===== src/rtl/ctrl_if.sv =====
// Thumb fetch-stage controller: PC, imem req/ack handshake, branch redirect and a one-entry skid buffer.
// Optional CTRL_IF_FLUSH_CNT_EN adds a saturating o_flush_cnt of redirect cycles.
module ctrl_if #(
    parameter logic [31:0] RESET_PC = 32'h0000_0000,
    parameter logic [15:0] NOP_INSN = 16'hBF00
) (
    input  logic        clk,
    input  logic        rst,
    input  logic        i_stall,
    input  logic        i_branch_met,
    input  logic [31:0] i_branch_target,
    output logic        o_imem_req,
    output logic [31:0] o_imem_addr,
    input  logic        i_imem_ack,
    input  logic [15:0] i_imem_data,
    output logic [15:0] o_ir_id,
    output logic [31:0] o_pc_id,
`ifdef CTRL_IF_FLUSH_CNT_EN
    output logic [15:0] o_flush_cnt,
`endif
    output logic        o_valid_id
);

    typedef enum logic [1:0] {IDLE, FETCH, HOLD} state_t;

    state_t      state_q, state_d;
    logic [31:0] pc_q, pc_d;
    logic [15:0] ir_q, ir_d;
    logic [31:0] pcid_q, pcid_d;
    logic        vld_q, vld_d;
    logic [15:0] skid_ir_q, skid_ir_d;
    logic [31:0] skid_pc_q, skid_pc_d;
    logic        skid_vld_q, skid_vld_d;

    localparam logic [31:0] RESET_PC_ALIGNED = {RESET_PC[31:1], 1'b0};

    always_ff @(posedge clk or negedge rst) begin
        if (!rst) begin
            state_q    <= IDLE;
            pc_q       <= RESET_PC_ALIGNED;
            ir_q       <= NOP_INSN;
            pcid_q     <= 32'h0;
            vld_q      <= 1'b0;
            skid_ir_q  <= NOP_INSN;
            skid_pc_q  <= 32'h0;
            skid_vld_q <= 1'b0;
        end else begin
            state_q    <= state_d;
            pc_q       <= pc_d;
            ir_q       <= ir_d;
            pcid_q     <= pcid_d;
            vld_q      <= vld_d;
            skid_ir_q  <= skid_ir_d;
            skid_pc_q  <= skid_pc_d;
            skid_vld_q <= skid_vld_d;
        end
    end

    always_comb begin
        state_d    = state_q;
        pc_d       = pc_q;
        ir_d       = ir_q;
        pcid_d     = pcid_q;
        vld_d      = vld_q;
        skid_ir_d  = skid_ir_q;
        skid_pc_d  = skid_pc_q;
        skid_vld_d = skid_vld_q;

        if (i_branch_met) begin
            // Redirect beats stall, ack and a pending skid entry.
            state_d    = FETCH;
            pc_d       = {i_branch_target[31:1], 1'b0};
            ir_d       = NOP_INSN;
            vld_d      = 1'b0;
            skid_vld_d = 1'b0;
        end else begin
            unique case (state_q)
                IDLE: state_d = FETCH;
                FETCH: begin
                    if (i_stall) begin
                        if (i_imem_ack) begin
                            skid_ir_d  = i_imem_data;
                            skid_pc_d  = pc_q;
                            skid_vld_d = 1'b1;
                            pc_d       = pc_q + 32'd2;
                            state_d    = HOLD;
                        end
                    end else if (i_imem_ack) begin
                        ir_d   = i_imem_data;
                        pcid_d = pc_q;
                        vld_d  = 1'b1;
                        pc_d   = pc_q + 32'd2;
                    end else begin
                        ir_d  = NOP_INSN;
                        vld_d = 1'b0;
                    end
                end
                HOLD: begin
                    if (!i_stall) begin
                        ir_d       = skid_ir_q;
                        pcid_d     = skid_pc_q;
                        vld_d      = 1'b1;
                        skid_vld_d = 1'b0;
                        state_d    = FETCH;
                    end
                end
                default: state_d = IDLE;
            endcase
        end
    end

    assign o_imem_req  = (state_q == FETCH);
    assign o_imem_addr = pc_q;
    assign o_ir_id     = ir_q;
    assign o_pc_id     = pcid_q;
    assign o_valid_id  = vld_q;

`ifdef CTRL_IF_FLUSH_CNT_EN
    logic [15:0] flush_cnt_q, flush_cnt_d;

    always_comb begin
        flush_cnt_d = flush_cnt_q;
        if (i_branch_met && flush_cnt_q != 16'hFFFF) flush_cnt_d = flush_cnt_q + 16'd1;
    end

    always_ff @(posedge clk or negedge rst) begin
        if (!rst) flush_cnt_q <= 16'h0;
        else      flush_cnt_q <= flush_cnt_d;
    end

    assign o_flush_cnt = flush_cnt_q;
`endif

endmodule


===== config.mk =====
export PLATFORM = sky130hd
export DESIGN_NAME = ctrl_if
export DESIGN_NICKNAME = d
export VERILOG_FILES = /design/src/rtl/ctrl_if.sv
export SDC_FILE = /design/constraint.sdc
export NUM_CORES = 1
export LEC_CHECK = 0
export CELL_PAD_IN_SITES_DETAIL_PLACEMENT = 0
export CELL_PAD_IN_SITES_GLOBAL_PLACEMENT = 1
export CORE_MARGIN = 2
export CORE_UTILIZATION = 39
export DETAILED_ROUTE_END_ITERATION = 10
export GPL_TIMING_DRIVEN = 0
export PLACE_DENSITY_LB_ADDON = 0.15
export SYNTH_ARGS = -nofsm -noshare
export SYNTH_HDL_FRONTEND = slang
export SYNTH_SLANG_ARGS = --single-unit

===== constraint.sdc =====
create_clock -name clk -period 5.7 [get_ports clk]
set_input_delay 1.14 -clock clk [delete_from_list [all_inputs] [get_ports clk]]
set_output_delay 1.14 -clock clk [all_outputs]
set_load 0.02 [all_outputs]

---- After elaboration in Yosys (flattened, before gate mapping) ----
Index checks and enable logic that the tools add are counted.
word-level totals
  input port bits ......................... 53
  register bits after elaboration ......... 131
  logic and storage cells ................. 50
  output and inout port bits .............. 82
cells by class
  reductions and logical operators ........ 10
  add/subtract/negate cells ............... 1
  equal/unequal tests ..................... 9
  bitwise operators ....................... 1
  mux-type cells .......................... 22
operators with widths
  operator                                                                 number
  32-bit 2-to-1 mux                                                        6
  16-bit 2-to-1 mux                                                        4
  32-bit one-hot mux with 2 select lines                                   1
  32-bit by 2-bit adder with 32-bit output, second input constant          1
  16-bit one-hot mux with 2 select lines                                   1
  3-bit inequality test, second input constant                             3
  2-bit 2-to-1 mux                                                         4
  2-bit one-hot mux with 3 select lines                                    1
  3-bit AND reduction                                                      2
  2-bit nonzero test                                                       3
  5-bit AND reduction                                                      1
  1-bit 2-to-1 mux                                                         4
  2-bit inequality test, second input constant                             2
  4-bit AND reduction                                                      1
  3-bit by 2-bit inequality test with 1-bit output, second input constant  1
  3-bit nonzero test                                                       1
  2-bit by 1-bit == test with 1-bit output, second input constant          1
  2-bit == test, second input constant                                     1
  2-bit logical NOT                                                        1
  2-bit by 1-bit inequality test with 1-bit output, second input constant  1
  1-bit one-hot mux with 2 select lines                                    1
  2-bit AND reduction                                                      1
  1-bit NOT                                                                1

---- Logic depth before layout (Yosys ltp) ----
  word-level depth ........................ 4
  depth in mapped cells ................... 7
  gate-level depth less buffers ........... 5

---- Worst setup path after synthesis ----
No wires, ideal clock.
  kind .................................... in2reg
  start point ............................. input i_branch_met
  end point ............................... register skid_ir_q[0]
  data arrival time ....................... 2.470 ns
  slack ................................... 3.105 ns
  path buffers ............................ 3
  setup time .............................. 0.125 ns
  cell stages on the path ................. 5
  cell sequence ........................... clkbuf_1 -> nor3_1 -> clkbuf_1 -> buf_2 -> mux2_2
between the ends
  cells in the longest elaborated chain, start to end .. 2
RTL lines
  what                           RTL line  RTL
  from (decl)                    10        input logic i_branch_met,
  1-bit NOT (no line)            -
  4-bit AND reduction (no line)  -
  to (signal assigned)           53        skid_ir_q <= skid_ir_d;
  to (decl)                      31        logic [15:0] skid_ir_q, skid_ir_d;
Every way passes these cells.
A chain may end at the register's enable or synchronous reset.

---- Worst setup path after layout ----
  start point ............................. input i_imem_ack
  end point ............................... register pcid_q[22], in the netlist o_pc_id[22]
between the ends
  cells in the longest elaborated chain, start to end .. 2
RTL lines
  what                                                        RTL line  RTL
  from (decl)                                                 14        input logic i_imem_ack,
  2-bit by 1-bit inequality test with 1-bit output (no line)  -
  5-bit AND reduction (no line)                               -
  to (signal assigned)                                        51        pcid_q <= pcid_d;
  to (decl)                                                   29        logic [31:0] pcid_q, pcid_d;
Every way passes these cells.

==> impl_metrics.toml <==
[outcome]
status = "completed"

[yosys]
synthFlopType = "dfrtp_1"
ys_top_cells_by_area = "dfrtp_1, mux2_2, dfstp_2, nand2_1, a31oi_1"
syn_area_sq_um = 5960
yosysSeqAreaShare_pct = 54.0
synth.most_common_cell = "dfrtp_1"
synth_area_leader_cell = "dfrtp_1"
synth_enable_flop_cells = 0
syn_inst = 583
synth_warnings = 0
synth_cell_type_count = 45
synthArstFlopShare_pct = 100
yosys_register_bits = 128
synthTopCellsByCount = "dfrtp_1, nand2_1, mux2_2, nor2_1, a31oi_1"
synth_top_area_share_pct = 47.9
synth_area_per_cell_sq_um = 10.2

[global_route]
grt_pass1_vias = 5291
track_usage_pct = 22.4
antenna_found_initial = 0
grt_overflow = 0
grt_pass1_wl_um = 28000
grt_max_degree = 99

[min_path]
hold_class = "reg2reg"

[pwr]
worst_ir_drop_vdd_mv = 0.222
seqPwrFrac_pct = 42.2
power.internal_mw = 2.08
p_per_area_nw_per_um2 = 356
switchingPower_uw = 802
power.share.clock_pct = 36.8
p_sw_share_pct = 27.8
cellLeakagePower_nw = 3.21
combPwrFrac_pct = 21.1

[placed_design]
dp_hpwl_um = 12200
place_congestion = 0.807
placed_cell_area_sq_um = 7530
port_buffers = 130

[clock_network]
clkSlewWorstSetupHoldPaths_ps = 50
cts.sinks = 128
cts_tree = "yes"
cts.htree.levels = 4
worstSkewPairLatency_ps = 420
ctsResizeCount = 0
cts_setup_buffers = 0
cts_buffer_depth = 2
cts_made_buffers = 17
cts_root_buf = "clkbuf_16"
cts_hold_buf = 0

[setup_path]
path_class = "in2reg"
cp_slowest_cell = "a211oi_1"
crit_path_end_kind = "register"
worstPathCellList = "clkdlybuf4s50_1, nand3b_4, a211oi_1, clkbuf_1, nor2_1, a31oi_1"
slowest_delay_ps = 910
cp.arrival_ps = 3640
cp.required_ps = 6040
start_kind = "input port"
cp_max_fo = 10

[layout]
layout-drive-gt1-share_pct = 13.7
diodes = 0
syn2layout_area_growth_pct = 35.9
nNetsFinal = 788
final_area_sq_um = 8100
num-fill-cells = 1376

[timing]
worst_hold_slack_ps = 463
finalCritPeriodShare_pct = 57.9
timing.fmax_ghz = 0.303
tns_ps = 0
grt_setup_unrepaired = "no"
finalCriticalPeriod_ps = 3300
skew_ps = 6.56
finalSetupViolCount = 0
finalMaxSlewViolations = 0
finalHoldViolations = 0
slew_headroom_pct = 29.3
tightest_slew_ps = 1050

[route]
route.top_layer_used = "met4"
drt_wl_total_um = 17400
vias = 5077
drt-initial-drc-count = 252
wl_per_cell_um = 18.6
drtAntennaViolNets = 0
drc = 0
first_pass_iters = 5
wl_met2_um = 8100
wl_met1_um = 7690
route.met3.wl_um = 1140
viasPerCell = 5.43

[die]
die_area_sq_um = 16300
die_h_um = 128
rows = 45
core-area_sq_um = 15100
die_width_um = 128
start_util_pct = 39.5
pin_count = 135

[job]
max-cap-violations = 0
==> area by class of cell <==
type / count / area, sq um / area share [%]
Buffer: 41 / 176 / 2.18
Clock inverter: 6 / 80.1 / 0.989
Inverter: 9 / 33.8 / 0.417
Multi-Input combinational cell: 406 / 2530 / 31.3
Sequential cell: 128 / 3220 / 39.8
Tap cell: 188 / 235 / 2.90
Timing Repair Buffer: 131 / 1330 / 16.4
Clock buffer: 26 / 489 / 6.04
==> per-stage QoR <==
stage	setup slack (ps)	utilization [%]	total power, mW	cells
2_1_floorplan	3100	-	1.53	584
3_3_place_gp	-1650	49.7	1.82	902
3_5_place_dp	1880	49.9	1.84	903
4_1_cts	2310	53.7	2.90	935
5_1_grt	2160	53.7	3.02	935
6_report	2400	53.7	2.88	935
==> logic make-up (layout without fill, tap and decap cells) <==
| family | Yosys count | in the layout | synth area share [%] |
|---|---|---|---|
| XOR/XNOR | 11 | 11 | 1.62 |
| AND/OR/NAND/NOR | 223 | 223 | 18.0 |
| buffers and inverters | 50 | 213 | 3.53 |
| AO/OA/AOI/OAI | 115 | 115 | 12.5 |
| multiplexers | 54 | 54 | 10.1 |
| flip-flops | 128 | 128 | 54.0 |
| adder cells (fa/ha/maj) | 1 | 1 | 0.210 |
| other | 1 | 2 | 0.0629 |
==> per-layer routing <==
metal	up-vias	GRT usage, %
li1	2409	-
met1	2479	29.8
met2	157	34.5
met3	32	5.65
met4	0	10.0
met5	-	0
==> worst paths after layout <==
check	depth (start not counted)	slack [ps]	from	end
max	6	2400	i_imem_ack	o_pc_id[22]
min	2	460	o_ir_id[15]	o_ir_id[15]
max reg2reg	6	3210	state_q[1]	o_pc_id[22]
min reg2reg	2	460	o_ir_id[15]	o_ir_id[15]
max in group asynchronous	2	4290	rst	o_ir_id[15]
min in group asynchronous	1	600	rst	o_pc_id[22]
==> sequential cells by signal, summed over array words and instances, names as in the netlist <==
| name | count |
|---|---|
| o_imem_addr | 31 |
| o_ir_id | 16 |
| o_pc_id | 31 |
| o_valid_id | 1 |
| skid_ir_q | 16 |
| skid_pc_q | 31 |
| state_q | 2 |
==> critical path, delay by kind of cell <==
kind                   cells  cell delay, ps
AO/OA/AOI/OAI              2            1070
AND/OR/NAND/NOR            2             260
buffers and inverters      2            1150
==> power by group through the flow <==
stage          Clock [mW]  Sequential (mW)  Combinational (mW)
2_1_floorplan           0             1.30               0.234
3_3_place_gp            0             1.22               0.600
3_5_place_dp            0             1.23               0.612
4_1_cts              1.07             1.21               0.615
5_1_grt              1.12             1.24               0.661
6_report             1.06             1.21               0.607
==> layout by cell type, fill, tap and decap left out, types with 5 or more instances in the layout <==
cell	n
clkbuf_16	17
nand3_1	18
mux2_2	47
a2bb2oi_1	6
a31oi_1	40
nor2_1	47
a32oi_1	7
mux2i_1	7
nand4_1	10
xnor2_1	8
dfrtp_1	114
a21oi_1	6
clkdlybuf4s50_1	129
buf_2	6
dfstp_2	14
nand2_1	98
clkbuf_1	38
or4_1	22
inv_1	8
and3_1	5
nor2b_1	5
o31ai_1	12
o211ai_1	6
o21ai_0	28
Power figures use the tool's default switching activity.
